===== src/rtl/hs_rr_arbiter.sv =====
// +----------------------------------------------------------------------------+
// | hs_rr_arbiter: four-phase handshake round-robin arbiter, N:1 onto one      |
// | downstream channel. Optional HS_ARB_SYNC_EN adds 2-flop req/ack syncs.     |
// | Revision: 1.0                                                              |
// +----------------------------------------------------------------------------+
`timescale 1ns/1ps
`default_nettype none

module hs_rr_arbiter #(
    parameter int N  = 4,
    parameter int DW = 1
) (
    input  logic              clk,
    input  logic              rst_n,
    input  logic [N-1:0]      req_i,
    output logic [N-1:0]      ack_o,
    input  logic [N*DW-1:0]   dat_i,
    output logic              req_o,
    input  logic              ack_i,
    output logic [DW-1:0]     dat_o,
    output logic [N-1:0]      grant_o,
    output logic              busy_o,
    output logic [7:0]        txn_cnt_o
);

    localparam int c_IW = (N > 1) ? $clog2(N) : 1;

    typedef enum logic [1:0] {
        S_IDLE  = 2'd0,
        S_FWD   = 2'd1,
        S_ACKUP = 2'd2,
        S_RTZ   = 2'd3
    } state_t;

    state_t            r_state;
    logic [c_IW-1:0]   r_ptr;
    logic [c_IW-1:0]   r_win;
    logic [N-1:0]      w_req;
    logic              w_ack;
    logic [N-1:0]      w_cand;
    logic              w_hit_hi;
    logic              w_hit_lo;
    logic [c_IW-1:0]   w_sel_hi;
    logic [c_IW-1:0]   w_sel_lo;
    logic [c_IW-1:0]   w_sel;
    logic [DW-1:0]     w_dat_sel;
    logic [N-1:0]      w_grant_sel;
    logic [c_IW-1:0]   w_ptr_nxt;

`ifdef HS_ARB_SYNC_EN
    logic [N-1:0] r_req_s1;
    logic [N-1:0] r_req_s2;
    logic         r_ack_s1;
    logic         r_ack_s2;

    always_ff @(posedge clk or negedge rst_n) begin
        if (!rst_n) begin
            r_req_s1 <= '0;
            r_req_s2 <= '0;
            r_ack_s1 <= 1'b0;
            r_ack_s2 <= 1'b0;
        end else begin
            r_req_s1 <= req_i;
            r_req_s2 <= r_req_s1;
            r_ack_s1 <= ack_i;
            r_ack_s2 <= r_ack_s1;
        end
    end

    assign w_req = r_req_s2;
    assign w_ack = r_ack_s2;
`else
    assign w_req = req_i;
    assign w_ack = ack_i;
`endif

    assign w_cand = w_req & ~ack_o;

    // Lowest requester at or above ptr wins; otherwise lowest overall (wrap).
    always_comb begin
        w_hit_hi    = 1'b0;
        w_hit_lo    = 1'b0;
        w_sel_hi    = '0;
        w_sel_lo    = '0;
        for (int i = N - 1; i >= 0; i--) begin
            if (w_cand[i]) begin
                w_hit_lo = 1'b1;
                w_sel_lo = c_IW'(i);
                if (c_IW'(i) >= r_ptr) begin
                    w_hit_hi = 1'b1;
                    w_sel_hi = c_IW'(i);
                end
            end
        end
        w_sel = w_hit_hi ? w_sel_hi : w_sel_lo;
    end

    always_comb begin
        w_dat_sel   = '0;
        w_grant_sel = '0;
        for (int k = 0; k < N; k++) begin
            if (c_IW'(k) == w_sel) begin
                w_dat_sel      = dat_i[k*DW +: DW];
                w_grant_sel[k] = 1'b1;
            end
        end
    end

    assign w_ptr_nxt = (r_win == c_IW'(N - 1)) ? '0 : r_win + 1'b1;

    always_ff @(posedge clk or negedge rst_n) begin
        if (!rst_n) begin
            r_state   <= S_IDLE;
            r_ptr     <= '0;
            r_win     <= '0;
            req_o     <= 1'b0;
            ack_o     <= '0;
            grant_o   <= '0;
            busy_o    <= 1'b0;
            dat_o     <= '0;
            txn_cnt_o <= '0;
        end else begin
            case (r_state)
                S_IDLE: begin
                    if (w_hit_lo) begin
                        r_win   <= w_sel;
                        dat_o   <= w_dat_sel;
                        grant_o <= w_grant_sel;
                        req_o   <= 1'b1;
                        busy_o  <= 1'b1;
                        r_state <= S_FWD;
                    end
                end
                S_FWD: begin
                    if (w_ack) begin
                        ack_o   <= grant_o;
                        r_state <= S_ACKUP;
                    end
                end
                S_ACKUP: begin
                    if ((w_req & grant_o) == '0) begin
                        req_o   <= 1'b0;
                        r_state <= S_RTZ;
                    end
                end
                S_RTZ: begin
                    if (!w_ack) begin
                        ack_o     <= '0;
                        grant_o   <= '0;
                        busy_o    <= 1'b0;
                        r_ptr     <= w_ptr_nxt;
                        txn_cnt_o <= txn_cnt_o + 8'd1;
                        r_state   <= S_IDLE;
                    end
                end
                default: r_state <= S_IDLE;
            endcase
        end
    end

endmodule

`default_nettype wire


===== config.mk =====
export PLATFORM = sky130hd
export DESIGN_NAME = hs_rr_arbiter
export DESIGN_NICKNAME = d
export VERILOG_FILES = /design/src/rtl/hs_rr_arbiter.sv
export SDC_FILE = /design/constraint.sdc
export NUM_CORES = 1
export LEC_CHECK = 0
export ABC_AREA = 1
export CORE_ASPECT_RATIO = 0.5
export CORE_UTILIZATION = 49
export DETAILED_ROUTE_END_ITERATION = 8
export PLACE_DENSITY_LB_ADDON = 0.08
export SLEW_MARGIN = 5
export SYNTH_ARGS = -nofsm -noshare
export SYNTH_HDL_FRONTEND = slang
export SYNTH_SLANG_ARGS = --single-unit

===== constraint.sdc =====
create_clock -name clk -period 1.6 [get_ports clk]
set_input_delay 0.48 -clock clk [delete_from_list [all_inputs] [get_ports clk]]
set_output_delay 0.48 -clock clk [all_outputs]
set_load 0.01 [all_outputs]

==> reports/results.env, run 1 <==
WIRELENGTH_MET1_UM=1400
LOGIC_PWR_SHARE_PCT=56.0
START_UTIL_PCT=51.8
GRT_START_MAX_NET_PINS=26
CLKPWRFRAC_PCT=11.9
WORST_PIN_SLEW_NS=0.351
YOSYS.CELL_TYPES.COUNT=24
VIAS=1178
SEQUENTIAL_CELL_AREA_FRACTION_IN_THE_YOSYS_REPORT_PCT=46.4
DIEWIDTH_UM=76.2
SWITCHING_SHARE_PCT=43.2
HPWL_UM=2090
CP.ARRIVAL_NS=1.65
WORSTHOLDPATHTYPE='register to register'
CORE_AREA_MM2=0.00260
DESIGN.PORTCOUNT=30
BUFFER_PORTS.INSERTED=29
SYNTHADDERAREAFRAC_PCT=5.57
TOTAL_NEGATIVE_SLACK_NS=0
RR_ENDPOINT='txn_cnt_o[7]$_DFFE_PN0P_'
CLOCK_LATENCY_OF_THE_LATER_CLOCKED_REGISTER_IN_THE_WORST_SKEW_PAIR_NS=0.27
SYNTH.CELL_AREA_MM2=0.00135
TIMING.CRITICAL_PATH.FANOUT_MAX=3
GR-USAGE-ALL-LAYERS_PCT=20.7
TRITONCTS='done'
DIODES=0
POST_SYNTH_AND_OR_NAND_NOR_AREA_FRACTION_PCT=24.4
WORST_RELATIVE_SLEW_SLACK_PCT=76.6
R2R_CELL_COUNT=7
GRT_FIRST_PASS_WIRELENGTH_UM=4530
YS_FF_LATCH=25
SYNTH.MUX.AREA_FRACTION_PCT=0
SYNTHTOPCELLSBYAREA='dfrtp_1 46%, nand2_1 11%, inv_1 7.0%'
DR.MAX_LAYER_USED='met4'
SYNTHESIS.NETS=177
DRTITER0DRC=20
HOLD-PATH-CELL-COUNT=1
HOLD_PATH_END='txn_cnt_o[7]$_DFFE_PN0P_'
SYNTH-COMPOUND-AREA-SHARE_PCT=11.6
MAPPED_AVG_CELL_AREA_UM2=8.43
POWERDENSITY_mW_PER_MM2=1690
PATH_CLASS='input port to register'
RUN_STATUS='complete, no violations'
P_R_AREA_GROWTH_VS_SYN_PCT=41.5
REMAINING_ANTENNA_VIOLATION_COUNT=0
CRIT_PATH_END_KIND='register'
CP-START-KIND='input port'
GLOBALROUTE.TOTALOVERFLOW=0
POWER.SHARE.SEQUENTIAL_PCT=32.2
TOTAL_POWER_mW=3.23
SETUP.WORST_PATH.START='ack_i'
CTS_MAX_LEVEL=1
LAYOUT_MIN_CYCLE_TIME_NS=1.49
POWER.LEAKAGE_nW=1.01
DESIGN.FINAL.NETS=228
POST_DRT_VIA_CELL_RATIO=4.77
TOTAL_SWITCHING_POWER_mW=1.39
FIN_CRIT_SH_PCT=92.8
XOR_AND_XNOR_AREA_SHARE_AFTER_SYNTHESIS_PCT=4.55
CLK_PATH_BUF_DEPTH=2
DIE_HEIGHT_UM=39.1
SETUP_VIOL=0
FMAXACHIEVABLE_MHz=673
MIN-DELAY-START='txn_cnt_o[7]$_DFFE_PN0P_'
WORSTREG2REGSTART='r_state[0]$_DFFE_PN0P_'
SETUP.REG_TO_REG.WORST_SLACK_NS=0.15
WL_MET3_UM=95
YS.WARNINGS.COUNT=0
CTS.REPORTEDPATHS.CLKPINSLEW_NS=0.09
MAXCAPVIOLCOUNT=0
ROUTED_WL_UM=2930
INTERNAL_POWER_mW=1.84
SYNTHCELLS=160
PLACE_CONGESTION=0.838
HOLDBUFCOUNTCTS=0
DRC=0
POST_ROUTE_CELLS_DRIVE_ABOVE_1_SHARE_PCT=25.2
WORST_CASE_CLOCK_SKEW_NS=0.00627
CTS.SINKS=25
CTS-BUFFERS-INSERTED=3
CLOCK_TREE.ROOT_CELL='clkbuf_8'
YOSYSTOPAREACELLSHARE_PCT=46.4
MET2ROUTEDLENGTH_UM=1430
DESIGN.DIE.AREA_MM2=0.00298
ROUTED_WIRE_LENGTH_PER_INSTANCE_UM=11.9
REQUIRED_NS=1.77
SYNTH_TOP_FAMILY_BY_AREA='simple AND/OR/NAND/NOR gates'
POWER.IR.VDD_WORST_V=0.00113
FINAL-MAX-SLEW-VIOLATION-COUNT=0
SYNTH_LARGEST_AREA_CELL='dfrtp_1'
FIRSTDRTPASSITERS=4
GRT_ANTENNA_BEFORE_REPAIR=0
HOLD_VIOLATIONS=0
FP-ROW-COUNT=13
FIRST_GLOBAL_VIAS=1081
-- cells in the final DEF (no fill, tap or decap), drive strengths merged --
cell	netlist	final
nand2	45	45
nor3	1	1
o22ai	4	4
o31ai	1	1
buf	0	17
clkinvlp	0	1
nor2	9	9
nand3b	1	1
nand4	2	2
dlymetal6s2s	0	4
dlygate4sd2	0	19
or2	1	1
dfrtp	25	25
xor2	4	4
a21oi	6	6
ha	6	6
nand3	10	10
xnor2	3	3
clkdlybuf4s50	0	6
clkbuf	0	3
o21ai	15	15
inv	27	27
-- synth_stat cells --
cell      instances
xor2_1            4
o31ai_1           1
nand4_1           2
nor2_1            6
or2_4             1
inv_1            25
xnor2_1           3
inv_2             2
nor2_2            1
nand2_4           1
nand2_1          39
o21ai_2           1
o22ai_1           4
nand2_2           5
dfrtp_1          25
nor3_2            1
a21oi_1           4
nand3_1          10
nand3b_1          1
a21oi_4           1
nor2_4            2
a21oi_2           1
o21ai_0          14
ha_1              6
-- worst max-delay path by stage --
stage / end / slack, ns / depth (start not counted)
finish: txn_cnt_o[7]$_DFFE_PN0P_ / 0.11 / 6
CTS: dat_o$_DFFE_PN0P_ / 0.003 / 12
global route: txn_cnt_o[7]$_DFFE_PN0P_ / -0.003 / 7
floorplan: txn_cnt_o[7]$_DFFE_PN0P_ / 0.23 / 7
detailed placement: dat_o$_DFFE_PN0P_ / -0.30 / 9
global placement: dat_o$_DFFE_PN0P_ / -0.27 / 10
-- critical path, stage by stage --
cell,delay [ns]
clkdlybuf4s50_1,0.48
nor2_4,0.17
nand4_1,0.15
nor2_2,0.14
nand3_1,0.10
xnor2_1,0.13
-- cell type report --
| class | instances | area (um2) |
|---|---|---|
| tap | 37 | 46.3 |
| inverter | 27 | 101 |
| multi-input combinational | 108 | 682 |
| fill | 204 | 694 |
| sequential | 25 | 626 |
| clock buffer | 3 | 41.3 |
| timing repair buffer | 46 | 404 |
| clock inverter | 1 | 7.51 |
-- what timing repair did --
item                                    CTS  global route
endpoints found under the setup margin   19            14
gates resized for setup                  19            24
pin swaps                                 0            10
hold endpoints to repair                  0             0
setup buffers                             6             3
-- power by group through the flow --
stage | Sequential, mW | Combinational (mW) | Clock, mW
after global placement | 1.09 | 1.61 | 0
after floorplan | 1.15 | 0.917 | 0
after global routing | 1.07 | 2.01 | 0.427
final | 1.04 | 1.81 | 0.384
after detailed placement | 1.10 | 1.64 | 0
after CTS | 1.04 | 1.66 | 0.398
-- flip-flops by register name, summed over array words and instances, names as in the netlist --
register and count:
r_win 2, r_state 2, busy_o 1, ack_o 4
txn_cnt_o 8, grant_o 4, req_o 1, r_ptr 2
dat_o 1
-- metrics by stage --
stage	cells	instance area [um2]	hold slack [ns]	util, %	setup WS, ns
finish	247	1910	0.467	73.3	0.114
global route	247	1910	0.504	73.3	-0.00329
CTS	244	1820	0.475	69.8	0.00308
detailed placement	234	1750	0.462	67.1	-0.301
global placement	234	1750	0.460	67.1	-0.272
floorplan	160	1350	0.184	-	0.233
-- cell families (layout without fill, tap and decap cells) --
group | after synthesis | in the layout
simple gates | 69 | 69
fa+ha+maj | 6 | 6
xor+xnor | 7 | 7
buf+inv | 27 | 77
compound gates | 26 | 26
flops | 25 | 25
-- routing by layer --
layer,vias to the layer above,global-route usage (%)
met4,0,5.77
met2,18,39.1
li1,606,-
met5,-,0
met1,552,24.6
met3,2,5.18
Note: power is estimated with default switching activity, not from simulation.
==> run 2, diff against run 1 <==
--- a/config.mk
+++ b/config.mk
@@ -10,6 +10,7 @@
 export CORE_UTILIZATION = 49
 export DETAILED_ROUTE_END_ITERATION = 8
 export PLACE_DENSITY_LB_ADDON = 0.08
+export RECOVER_POWER = 25
 export SLEW_MARGIN = 5
 export SYNTH_ARGS = -nofsm -noshare
 export SYNTH_HDL_FRONTEND = slang
==> run 2 against run 1 <==
Against the previous run:
- first-iteration DRC count is the same
- critical path depth is the same
- clock power barely moved
- worst hold slack is essentially flat
- via count up 0.17%
- die area unchanged
- highest routed layer unchanged
==> reports/results.env, run 2 (synthesized netlist as in run 1, its figures left out) <==
START_UTIL_PCT=51.8  # unchanged
POWERDENSITY_mW_PER_MM2=1690  # about the same
PLACE_CONGESTION=0.838  # unchanged
DESIGN.PORTCOUNT=30  # unchanged
POSTLAYOUTCOREUTIL_PCT=73.2  # -0.096 points
TOP_REGS='txn_cnt_o x8, ack_o x4, grant_o x4'
FINAL-MAX-SLEW-VIOLATION-COUNT=0  # unchanged
FIN_CRIT_SH_PCT=92.9  # about the same
POWER.IR.VDD_WORST_V=0.00113  # about the same
POWER.LEAKAGE_nW=1.01  # about the same
FMAXACHIEVABLE_MHz=673  # about the same
REGMOSTFLOPS='txn_cnt_o'
DRC=0  # unchanged
REQUIRED_NS=1.77  # about the same
DIODES=0  # unchanged
ROUTED_WL_UM=2930  # -0.10%
POST_ROUTE_CELLS_DRIVE_ABOVE_1_SHARE_PCT=25.2  # unchanged
TOTAL_POWER_mW=3.23  # about the same
CTS_MAX_LEVEL=1  # unchanged
CP.ARRIVAL_NS=1.65  # about the same
DESIGN.FINAL.NETS=228  # unchanged
FIRST_GLOBAL_VIAS=1081  # unchanged
PATH_CLASS='input port to register'
RUN_STATUS='complete, no violations'
BUFFER_PORTS.INSERTED=29  # unchanged
PLACE.DETAILED.INSTANCES=234  # unchanged
FINALNONFILLERCELLS=247  # unchanged
CP-START-KIND='input port'
CTS.REPORTEDPATHS.CLKPINSLEW_NS=0.09  # about the same
DESIGN.DIE.AREA_MM2=0.00298  # unchanged
SETUP_VIOL=0  # unchanged
REMAINING_ANTENNA_VIOLATION_COUNT=0  # unchanged
GR-USAGE-ALL-LAYERS_PCT=20.7  # unchanged
DIE_HEIGHT_UM=39.1  # unchanged
HOLDBUFCOUNTCTS=0  # unchanged
CRIT_PATH_END_KIND='register'
HPWL_UM=2090  # unchanged
FILL_CELLS=205  # +0.49%
CLOCK_LATENCY_OF_THE_LATER_CLOCKED_REGISTER_IN_THE_WORST_SKEW_PAIR_NS=0.27  # about the same
LAYOUT_MIN_CYCLE_TIME_NS=1.49  # +0.000219 ns
GRT_START_MAX_NET_PINS=26  # unchanged
CTS.SINKS=25  # unchanged
CLOCK_TREE.ROOT_CELL='clkbuf_8'
VIAS=1180  # +0.17%
WORST_PIN_SLEW_NS=0.634  # +0.283 ns
CLK_PATH_BUF_DEPTH=2  # unchanged
FIRSTDRTPASSITERS=4  # unchanged
FIN_HOLD_WS_NS=0.468  # +0.000129 ns
CELL_AREA_REPORTED_AFTER_DETAILED_PLACEMENT_MM2=0.00175  # unchanged
MAXCAPVIOLCOUNT=0  # unchanged
WORSTHOLDPATHTYPE='register to register'
P_R_AREA_GROWTH_VS_SYN_PCT=41.3
TIMING.CRITICAL_PATH.FANOUT_MAX=3  # unchanged
GLOBALROUTE.TOTALOVERFLOW=0  # unchanged
FP-ROW-COUNT=13  # unchanged
CTS-BUFFERS-INSERTED=3  # unchanged
MOST_USED_CELLS_IN_THE_LAYOUT_EXCLUDING_FILL_AND_TAP_CELLS='32 x nand2_1, 25 x dfrtp_1, 23 x inv_1, 19 x dlygate4sd2_1, 16 x buf_4'
LARGEST_REGISTER_FFS=8  # unchanged
GRT_FIRST_PASS_WIRELENGTH_UM=4530  # unchanged
CPPEAKSTAGEDELAY_NS=0.48  # about the same
GRT_ANTENNA_BEFORE_REPAIR=0  # unchanged
FIN_AREA_MM2=0.00191  # -0.13%
TRITONCTS='done'
DIEWIDTH_UM=76.2  # unchanged
MULTIINPUTGATEAREA_UM2=682  # unchanged
ROUTED_WIRE_LENGTH_PER_INSTANCE_UM=11.9  # -0.10%
HOLD_VIOLATIONS=0  # unchanged
DRTITER0DRC=20  # unchanged
CRIT_SLOWEST_CELL='clkdlybuf4s50_1'
CORE_AREA_MM2=0.00260  # unchanged
SEQCELLAREA_UM2=626  # unchanged
FINAL_COMMON_CELL='nand2_1'
POST_DRT_VIA_CELL_RATIO=4.78  # +0.17%
WORST_CASE_CLOCK_SKEW_NS=0.00633  # +0.0000581 ns
SERIES_OF_CELL_INSTANCES_ALONG_THE_CRITICAL_PATH='clkdlybuf4s50_1 -> nor2_4 -> nand4_1 -> nor2_2 -> nand3_1 -> xnor2_1'
WORST_RELATIVE_SLEW_SLACK_PCT=57.7  # -19 points
## run 2: through the flow
stage               setup WS, ns   TNS, ns
global route            -0.00329  -0.00329
floorplan                  0.233         0
detailed placement        -0.301     -3.94
CTS                      0.00308         0
finish                     0.114         0
global placement          -0.272     -3.58
## run 2: final timing paths
kind / to / slack (ns) / from / cells past startpoint
max reg2reg: txn_cnt_o[7]$_DFFE_PN0P_ / 0.15 / r_state[0]$_DFFE_PN0P_ / 7
max: txn_cnt_o[7]$_DFFE_PN0P_ / 0.11 / ack_i / 6
min in group asynchronous: txn_cnt_o[2]$_DFFE_PN0P_ / 0.75 / rst_n / 2
min reg2reg: txn_cnt_o[7]$_DFFE_PN0P_ / 0.47 / txn_cnt_o[7]$_DFFE_PN0P_ / 1
max in group asynchronous: grant_o[1]$_DFFE_PN0P_ / 0.43 / rst_n / 2
min: txn_cnt_o[7]$_DFFE_PN0P_ / 0.47 / txn_cnt_o[7]$_DFFE_PN0P_ / 1
## run 2: timing repair
action / 4_1_cts / 5_1_grt
pin swaps: 0 / 10
endpoints found under the setup margin: 19 / 14
gates resized for setup: 19 / 24
buffers inserted: 6 / 3
## run 2: where the power goes
group,total (mW),switching [mW],internal (mW)
combinational,1.81,1.03,0.778
clock,0.384,0.207,0.177
sequential,1.04,0.159,0.880
## run 2: routing by layer
metal,wire length [um],GRT usage (%),up-vias
li1,-,-,606
met1,1390,24.6,554
met2,1430,39.1,18
met3,97,5.18,2
met4,12,5.77,0
met5,0,0,-
## run 2: layout make-up
class / instances / area share (%)
Tap cell: 37 / 2.43
Clock inverter: 1 / 0.394
Inverter: 27 / 5.32
Multi-Input combinational cell: 108 / 35.8
Timing Repair Buffer: 46 / 21.1
Clock buffer: 3 / 2.17
Sequential cell: 25 / 32.8
## run 2: worst max-delay path, delay by kind of cell
kind / cells / cell delay, ns
simple gates: 4 / 0.56
buf+inv: 1 / 0.48
xor+xnor: 1 / 0.13
